<file path="config.mk">
export PLATFORM = sky130hd
export DESIGN_NAME = ox_sequencer
export DESIGN_NICKNAME = d
export VERILOG_FILES = /design/src/rtl/ox_sequencer.sv
export SDC_FILE = /design/constraint.sdc
export NUM_CORES = 1
export LEC_CHECK = 0
export CORE_ASPECT_RATIO = 0.5
export CORE_UTILIZATION = 53
export DETAILED_ROUTE_END_ITERATION = 8
export HOLD_SLACK_MARGIN = 0.06
export PLACE_DENSITY = 0.74
export SYNTH_ARGS = -nofsm -noshare
export SYNTH_HDL_FRONTEND = slang
export SYNTH_SLANG_ARGS = --single-unit
</file>
<file path="constraint.sdc">
create_clock -name clk -period 3.1 [get_ports clk]
set_input_delay 0.62 -clock clk [delete_from_list [all_inputs] [get_ports clk]]
set_output_delay 0.62 -clock clk [all_outputs]
set_load 0.02 [all_outputs]
</file>
<file path="src/rtl/ox_sequencer.sv">
// Round-robin emitter sequencer: ON window, dark window and a result slot per channel.
// Averages ADC samples in each window and reports an ambient-corrected, gain-scaled reading.
module ox_sequencer #(
   parameter int          NUM_CH        = 2,
   parameter int          ADC_WIDTH     = 8,
   parameter int          OUT_W         = 16,
   parameter int          ON_CYCLES     = 20_000_000,
   parameter int          OFF_CYCLES    = 5_000_000,
   parameter int          SETTLE_CYCLES = 1000,
   parameter int          AVG_LOG2      = 2,
   parameter int unsigned GAIN          = 1,
   parameter int          THRESH_HI     = 95,
   parameter int          THRESH_LO     = 90,
   localparam int         CH_W          = (NUM_CH > 1) ? $clog2(NUM_CH) : 1
) (
   input  logic                 clk,
   input  logic                 rst,
   input  logic                 en,
   input  logic [ADC_WIDTH-1:0] adc_data,
   input  logic                 adc_valid,
   output logic [NUM_CH-1:0]    laser,
   output logic                 busy,
   output logic [OUT_W-1:0]     ch_data,
   output logic [CH_W-1:0]      ch_id,
   output logic                 data_valid,
   output logic                 underrun,
   output logic [NUM_CH-1:0]    alarm
);

   // state    | meaning
   // S_IDLE   | stopped, emitters off, waiting for en
   // S_ON     | emitter ch lit, ON-window samples accumulated
   // S_OFF    | all emitters dark, ambient samples accumulated
   // S_RESULT | one cycle: correct, scale, publish or flag underrun

   typedef enum logic [1:0] {S_IDLE, S_ON, S_OFF, S_RESULT} state_t;

   localparam int MAX_LEN = (ON_CYCLES > OFF_CYCLES) ? ON_CYCLES : OFF_CYCLES;
   localparam int CNT_W   = $clog2(MAX_LEN + 1);
   localparam int ACC_W   = ADC_WIDTH + AVG_LOG2;
   localparam int N_W     = AVG_LOG2 + 1;
   localparam int PROD_W  = ADC_WIDTH + 32;

   localparam logic [CNT_W-1:0] ON_LAST  = CNT_W'(ON_CYCLES - 1);
   localparam logic [CNT_W-1:0] OFF_LAST = CNT_W'(OFF_CYCLES - 1);
   // Down-counter values at or below these mark window index k >= SETTLE_CYCLES.
   localparam logic [CNT_W-1:0] ON_SAMP  = CNT_W'(ON_CYCLES - 1 - SETTLE_CYCLES);
   localparam logic [CNT_W-1:0] OFF_SAMP = CNT_W'(OFF_CYCLES - 1 - SETTLE_CYCLES);
   localparam logic [N_W-1:0]   N_SAMP   = N_W'(1 << AVG_LOG2);
   localparam logic [CH_W-1:0]  CH_LAST  = CH_W'(NUM_CH - 1);

   state_t              state_q, state_d;
   logic [CH_W-1:0]     ch_q, ch_d;
   logic [CNT_W-1:0]    cnt_q, cnt_d;
   logic [ACC_W-1:0]    on_acc_q, on_acc_d, off_acc_q, off_acc_d;
   logic [N_W-1:0]      on_n_q, on_n_d, off_n_q, off_n_d;
   logic [NUM_CH-1:0]   laser_q, laser_d, alarm_q, alarm_d;
   logic                busy_q, busy_d, dv_q, dv_d, uf_q, uf_d;
   logic [OUT_W-1:0]    ch_data_q, ch_data_d;
   logic [CH_W-1:0]     ch_id_q, ch_id_d;

   logic [ADC_WIDTH-1:0] on_avg, off_avg, diff;
   logic [PROD_W-1:0]    prod;
   logic [OUT_W-1:0]     result;
   logic                 short_win;

   always_comb begin
      on_avg    = on_acc_q[ACC_W-1:AVG_LOG2];
      off_avg   = off_acc_q[ACC_W-1:AVG_LOG2];
      diff      = (on_avg > off_avg) ? (on_avg - off_avg) : '0;
      prod      = PROD_W'(diff) * PROD_W'(GAIN);
      result    = (|prod[PROD_W-1:OUT_W]) ? '1 : prod[OUT_W-1:0];
      short_win = (on_n_q != N_SAMP) || (off_n_q != N_SAMP);
   end

   always_comb begin
      state_d   = state_q;
      ch_d      = ch_q;
      cnt_d     = cnt_q;
      on_acc_d  = on_acc_q;
      off_acc_d = off_acc_q;
      on_n_d    = on_n_q;
      off_n_d   = off_n_q;
      ch_data_d = ch_data_q;
      ch_id_d   = ch_id_q;
      alarm_d   = alarm_q;
      dv_d      = 1'b0;
      uf_d      = 1'b0;
      laser_d   = '0;

      if (state_q == S_IDLE) begin
         if (en) begin
            state_d  = S_ON;
            ch_d     = '0;
            cnt_d    = ON_LAST;
            on_acc_d = '0;
            on_n_d   = '0;
         end
      end else if (!en) begin
         // Abort drops the slot silently; published data and alarms are kept.
         state_d   = S_IDLE;
         ch_d      = '0;
         cnt_d     = '0;
         on_acc_d  = '0;
         off_acc_d = '0;
         on_n_d    = '0;
         off_n_d   = '0;
      end else begin
         case (state_q)
            S_ON: begin
               if (adc_valid && (cnt_q <= ON_SAMP) && (on_n_q < N_SAMP)) begin
                  on_acc_d = on_acc_q + ACC_W'(adc_data);
                  on_n_d   = on_n_q + 1'b1;
               end
               if (cnt_q == '0) begin
                  state_d   = S_OFF;
                  cnt_d     = OFF_LAST;
                  off_acc_d = '0;
                  off_n_d   = '0;
               end else begin
                  cnt_d = cnt_q - 1'b1;
               end
            end
            S_OFF: begin
               if (adc_valid && (cnt_q <= OFF_SAMP) && (off_n_q < N_SAMP)) begin
                  off_acc_d = off_acc_q + ACC_W'(adc_data);
                  off_n_d   = off_n_q + 1'b1;
               end
               if (cnt_q == '0) state_d = S_RESULT;
               else             cnt_d   = cnt_q - 1'b1;
            end
            S_RESULT: begin
               if (short_win) begin
                  uf_d = 1'b1;
               end else begin
                  dv_d      = 1'b1;
                  ch_data_d = result;
                  ch_id_d   = ch_q;
                  if (result > OUT_W'(THRESH_HI))      alarm_d[ch_q] = 1'b1;
                  else if (result < OUT_W'(THRESH_LO)) alarm_d[ch_q] = 1'b0;
               end
               state_d  = S_ON;
               ch_d     = (ch_q == CH_LAST) ? '0 : ch_q + 1'b1;
               cnt_d    = ON_LAST;
               on_acc_d = '0;
               on_n_d   = '0;
            end
            default: state_d = S_IDLE;
         endcase
      end

      if (state_d == S_ON) laser_d[ch_d] = 1'b1;
      busy_d = (state_d != S_IDLE);
   end

   always_ff @(posedge clk) begin
      if (rst) begin
         state_q   <= S_IDLE;
         ch_q      <= '0;
         cnt_q     <= '0;
         on_acc_q  <= '0;
         off_acc_q <= '0;
         on_n_q    <= '0;
         off_n_q   <= '0;
         laser_q   <= '0;
         busy_q    <= 1'b0;
         ch_data_q <= '0;
         ch_id_q   <= '0;
         dv_q      <= 1'b0;
         uf_q      <= 1'b0;
         alarm_q   <= '0;
      end else begin
         state_q   <= state_d;
         ch_q      <= ch_d;
         cnt_q     <= cnt_d;
         on_acc_q  <= on_acc_d;
         off_acc_q <= off_acc_d;
         on_n_q    <= on_n_d;
         off_n_q   <= off_n_d;
         laser_q   <= laser_d;
         busy_q    <= busy_d;
         ch_data_q <= ch_data_d;
         ch_id_q   <= ch_id_d;
         dv_q      <= dv_d;
         uf_q      <= uf_d;
         alarm_q   <= alarm_d;
      end
   end

   assign laser      = laser_q;
   assign busy       = busy_q;
   assign ch_data    = ch_data_q;
   assign ch_id      = ch_id_q;
   assign data_valid = dv_q;
   assign underrun   = uf_q;
   assign alarm      = alarm_q;

endmodule

</file>
# ---- After elaboration in Yosys (flattened, before gate mapping)
# Index checks and enable logic that the tools add are counted.
dict set report classes {
  eq_ne 14
  addsub 7
  bitwise_logic 8
  reduce_logical 18
  order_cmp 11
  muxes 44
}
# cell count
set op_table {}
lappend op_table {{$mux W25} 5}
lappend op_table {{$pmux W25 S3} 1}
lappend op_table {{$mux W10} 7}
lappend op_table {{$pmux W10 S2} 2}
lappend op_table {{$le A25 B23 Y1 const B} 1}
lappend op_table {{$le A25 B25 Y1 const B} 1}
lappend op_table {{$logic_not A25 Y1} 1}
lappend op_table {{$sub A25 B1 Y25 const B} 1}
lappend op_table {{$mux W3} 7}
lappend op_table {{$add A10 B8 Y10} 2}
lappend op_table {{$mux W2} 7}
lappend op_table {{$ne A3 B3 Y1 const B} 4}
lappend op_table {{$pmux W3 S2} 2}
lappend op_table {{$mux W1} 9}
lappend op_table {{$gt A8 B7 Y1 const B} 1}
lappend op_table {{$gt A8 B8 Y1} 1}
lappend op_table {{$lt A8 B7 Y1 const B} 1}
lappend op_table {{$mux W8} 1}
lappend op_table {{$ne A4 B4 Y1 const B} 2}
lappend op_table {{$reduce_and A4 Y1} 2}
lappend op_table {{$sub A8 B8 Y8} 1}
lappend op_table {{$add A3 B1 Y3 const B} 2}
lappend op_table {{$logic_and A1 B1 Y1} 6}
lappend op_table {{$lt A3 B3 Y1 const B} 2}
lappend op_table {{other kinds (22)} 33}
dict set report word_totals {
  out_inout_bits 24
  in_bits 12
  regBits 70
}

# ---- Longest topological paths before layout
dict set report depth {
  word_depth 9
  mapped_depth 12
  depth_no_buf 10
}

# ---- Worst setup path before layout
# No wires, ideal clock.
dict set report synth_path {
  path_type {register -> register}
  startpoint {register cnt_q[15]}
  endpoint {register cnt_q[23]}
  setup_slack_ns 0.276
  n_path_buf 3
  arrival_ns 2.708
  period_less_slack_ns 2.824
  setup_time_ns 0.115
  path_stages_with_launch 11
  path_cell_list {dfxtp_1 buf_6 or4_4 buf_6 or4_4 buf_6 o41a_1 nor2_1 or4_1 xor2_1 nor2_1}
}
dict set report synth_via {
  elab_chain_cells 5
}
# item line
set synth_rtl {}
lappend synth_rtl {{start: declaration} 54} ;# logic [CNT_W-1:0] cnt_q, cnt_d;
lappend synth_rtl {{start signal: assignment} 175} ;# cnt_q <= cnt_d;
lappend synth_rtl {{$sub A25 B1 Y25 / $logic_not A25 Y1 (equally long branches)} --}
lappend synth_rtl {{$mux W25 (on tied branches)} {129, 115}}
lappend synth_rtl {{$pmux W25 S3} 109} ;# case (state_q)
lappend synth_rtl {{$mux W25} 99} ;# end else if (!en) begin
lappend synth_rtl {{$mux W25} 91} ;# if (state_q == S_IDLE) begin
# Several ways; a longest one is shown, not always the timed one. The select of a mux whose other input is x is not followed.
# A chain may end at the register's enable or synchronous reset.

# ---- Worst setup path after layout
dict set report layout_path {
  startpoint {register cnt_q[0]}
  endpoint {register cnt_q[21]}
}
# The elaborated chain is that of the path after synthesis.

==> impl_metrics.json <==
{
  "outcome": "completed",
  "finalHoldViolations": 0,
  "fin_crit_ns": 2.982,
  "syn_inst": 601,
  "irDropWorstVdd_v": 0.0003089,
  "antenna_cells": 0,
  "antenna_found_initial": 0,
  "postSynthAreaPerCell_um2": 7.738,
  "worst_pin_slew_ns": 1.066,
  "grt_pass1_vias": 4033,
  "maxCapViolations": 0,
  "ctsHoldBuffers": 0,
  "fill_cells": 740,
  "p_leak_nw": 2.065,
  "crit_type": "reg -> reg",
  "min_path_type": "reg -> reg",
  "yosysWarnings": 0,
  "die_w_um": 134.5,
  "io_pins": 36,
  "crit_buf_inv": 1,
  "timing.fmax_ghz": 0.3354,
  "crit_chain": "inv_1 > ha_1 > nor4b_1 > nand4_1 > o41a_1 > or2_1 > a21oi_1 > a311oi_1",
  "grt-ovfl-total": 0,
  "grt_first_pass_wirelength_um": 19380,
  "synth_most_common_cell": "dfxtp_1",
  "core_area_um2": 8259,
  "synth_largest_type_area_fraction": 0.3013,
  "yosys-top-cells-area": "dfxtp_1, ha_1, a21oi_1",
  "slew_headroom": 0.2851,
  "num_vias": 4447,
  "portBuffers": 27,
  "initial_core_util": 0.5631,
  "max_stage_delay_ns": 0.57,
  "crit_required_ns": 3.27,
  "synth_edf_count": 0,
  "post_cts.repair.setup_buffers": 0,
  "pre_cts_slack_ns": 0.06346,
  "h-tree-depth": 3,
  "wl_per_cell_um": 16.01,
  "path_clk_slew_ns": 0.05,
  "grt_use_total": 0.2727,
  "critPathSlowestCell": "o41a_1",
  "powerDensity_nw_per_um2": 417.7,
  "period_share": 0.9618,
  "areaGrowthSynthToFinish_pct": 12.75,
  "avgViaCountPerCell": 6.042,
  "die_y_um": 68.24,
  "setup-tns-final_ns": 0,
  "clkSinkCount": 70,
  "cts_buffer_depth": 2,
  "fp-row-count": 23,
  "ant_nets": 0,
  "synth-seq-area-share": 0.3013,
  "async_flop_share": 0,
  "placedInstanceArea_um2": 4987,
  "synth_top_area_cell": "dfxtp_1",
  "first_pass_iters": 5,
  "drt-initial-drc-count": 355,
  "setup-violations-final": 0,
  "arrival_ns": 3.15,
  "drt-total-wl_um": 11780,
  "dieArea_um2": 9177,
  "path_delay_family": "simple AND/OR/NAND/NOR gates",
  "tritoncts": "built",
  "nNetsFinal": 666,
  "post-route-cell-area_um2": 5244,
  "finClkSkew_ns": 0.004407,
  "drive_gt1_frac": 0.07372,
  "grt_max_degree": 49,
  "cts_root_buffer": "clkbuf_16",
  "ys_types": 66,
  "synth-main-ff-cell": "dfxtp_1",
  "end_kind": "flip-flop",
  "synth_area_um2": 4651,
  "clock_latency_ns": 0.33,
  "crit_fanout": 14,
  "fin_ws_ns": 0.1185,
  "gp_congestion": 0.9362,
  "crit_path_start_kind": "flip-flop",
  "grt_setup_unrepaired": "false",
  "ys_ff_latch": 70,
  "post_cts_resized": 0,
  "slew_violations": 0,
  "route.detailed.drc": 0,
  "numCtsBuffers": 9,
  "yosys-top-cells-count": "dfxtp_1, a21oi_1, nor2_1",
  "dp_hpwl_um": 8639
}
[through the flow]
stage	hold WS [ns]	total power, mW	std cells	utilization
after detailed placement	0.4459	1.283	722	0.6038
after global routing	0.4950	2.277	736	0.6349
after global placement	0.4435	1.282	722	0.6038
final	0.4527	2.191	736	0.6349
after floorplan	0.4356	1.211	608	-
after CTS	0.4518	2.195	736	0.6349
[state kept, by name, summed over array words and instances (netlist names), named ones only]
register / flops
underrun: 1
data_valid: 1
ch_id: 1
on_n_q: 3
state_q: 2
on_acc_q: 10
cnt_q: 25
ch_data: 8
laser: 2
ch_q: 1
busy: 1
off_n_q: 3
off_acc_q: 10
[power by group]
group	switching (mW)	total, mW	internal, mW	leakage, nW
Sequential	0.0403	0.963	0.923	0.569
Combinational	0.191	0.311	0.120	1.37
Clock	0.365	0.917	0.551	0.128
Total	0.597	2.19	1.59	2.07
[worst reg2reg max path: stages (launching register included)]
cell	delay [ns]
dfxtp_1	0.36
inv_1	0.08
ha_1	0.23
nor4b_1	0.43
nand4_1	0.43
o41a_1	0.57
or2_1	0.45
a21oi_1	0.22
a311oi_1	0.06
[logic make-up (layout without fill, tap and decap cells)]
group,after synthesis,count (layout),share of synthesized area
adders and majority gates,33,33,0.09362
DFF,70,70,0.3013
buffers and inverters,70,86,0.07048
AOI/OAI and AO/OA,180,180,0.2532
and+or+nand+nor,228,228,0.2448
other,1,8,0.0008063
xor gates and xnor gates,19,19,0.03578
[placed cells by master (no fill, tap or decap), types with 9 or more instances in the layout]
cell / count
buf_4: 17
a211oi_1: 11
inv_1: 26
xnor2_1: 11
or3_1: 9
nand2_1: 49
clkbuf_16: 9
ha_1: 30
nand4_1: 10
nor2_1: 63
o21ai_0: 30
dfxtp_1: 70
nand3_1: 22
clkdlybuf4s50_1: 26
nor3_1: 21
a21oi_1: 65
nor4_1: 12
[per-layer routing]
metal / GRT usage / vias up / wire [um]
met5: 0 / - / 0
met4: 0.07725 / 0 / 191
met3: 0.08370 / 20 / 833
met2: 0.4352 / 146 / 5130
met1: 0.3588 / 2052 / 5625
li1: - / 2229 / -
[layout make-up]
cell class	instances	area [um^2]	share of cell area
Clock inverter	2	10.01	0.001909
Clock buffer	12	246.5	0.04701
Tap cell	112	140.1	0.02672
Multi-Input combinational cell	468	2948	0.5622
Inverter	28	105.1	0.02004
Sequential cell	70	1401	0.2672
Timing Repair Buffer	44	392.9	0.07492
[final timing paths]
| kind | from | endpoint | slack [ns] | cells after the start |
|---|---|---|---|---|
| hold / removal | ch_data[6] | ch_data[6] | 0.45 | 2 |
| setup reg to reg | cnt_q[0] | cnt_q[21] | 0.12 | 8 |
| hold reg to reg | ch_data[6] | ch_data[6] | 0.45 | 2 |
| setup / recovery | cnt_q[0] | cnt_q[21] | 0.12 | 8 |
(Power assumes the default switching activity.)
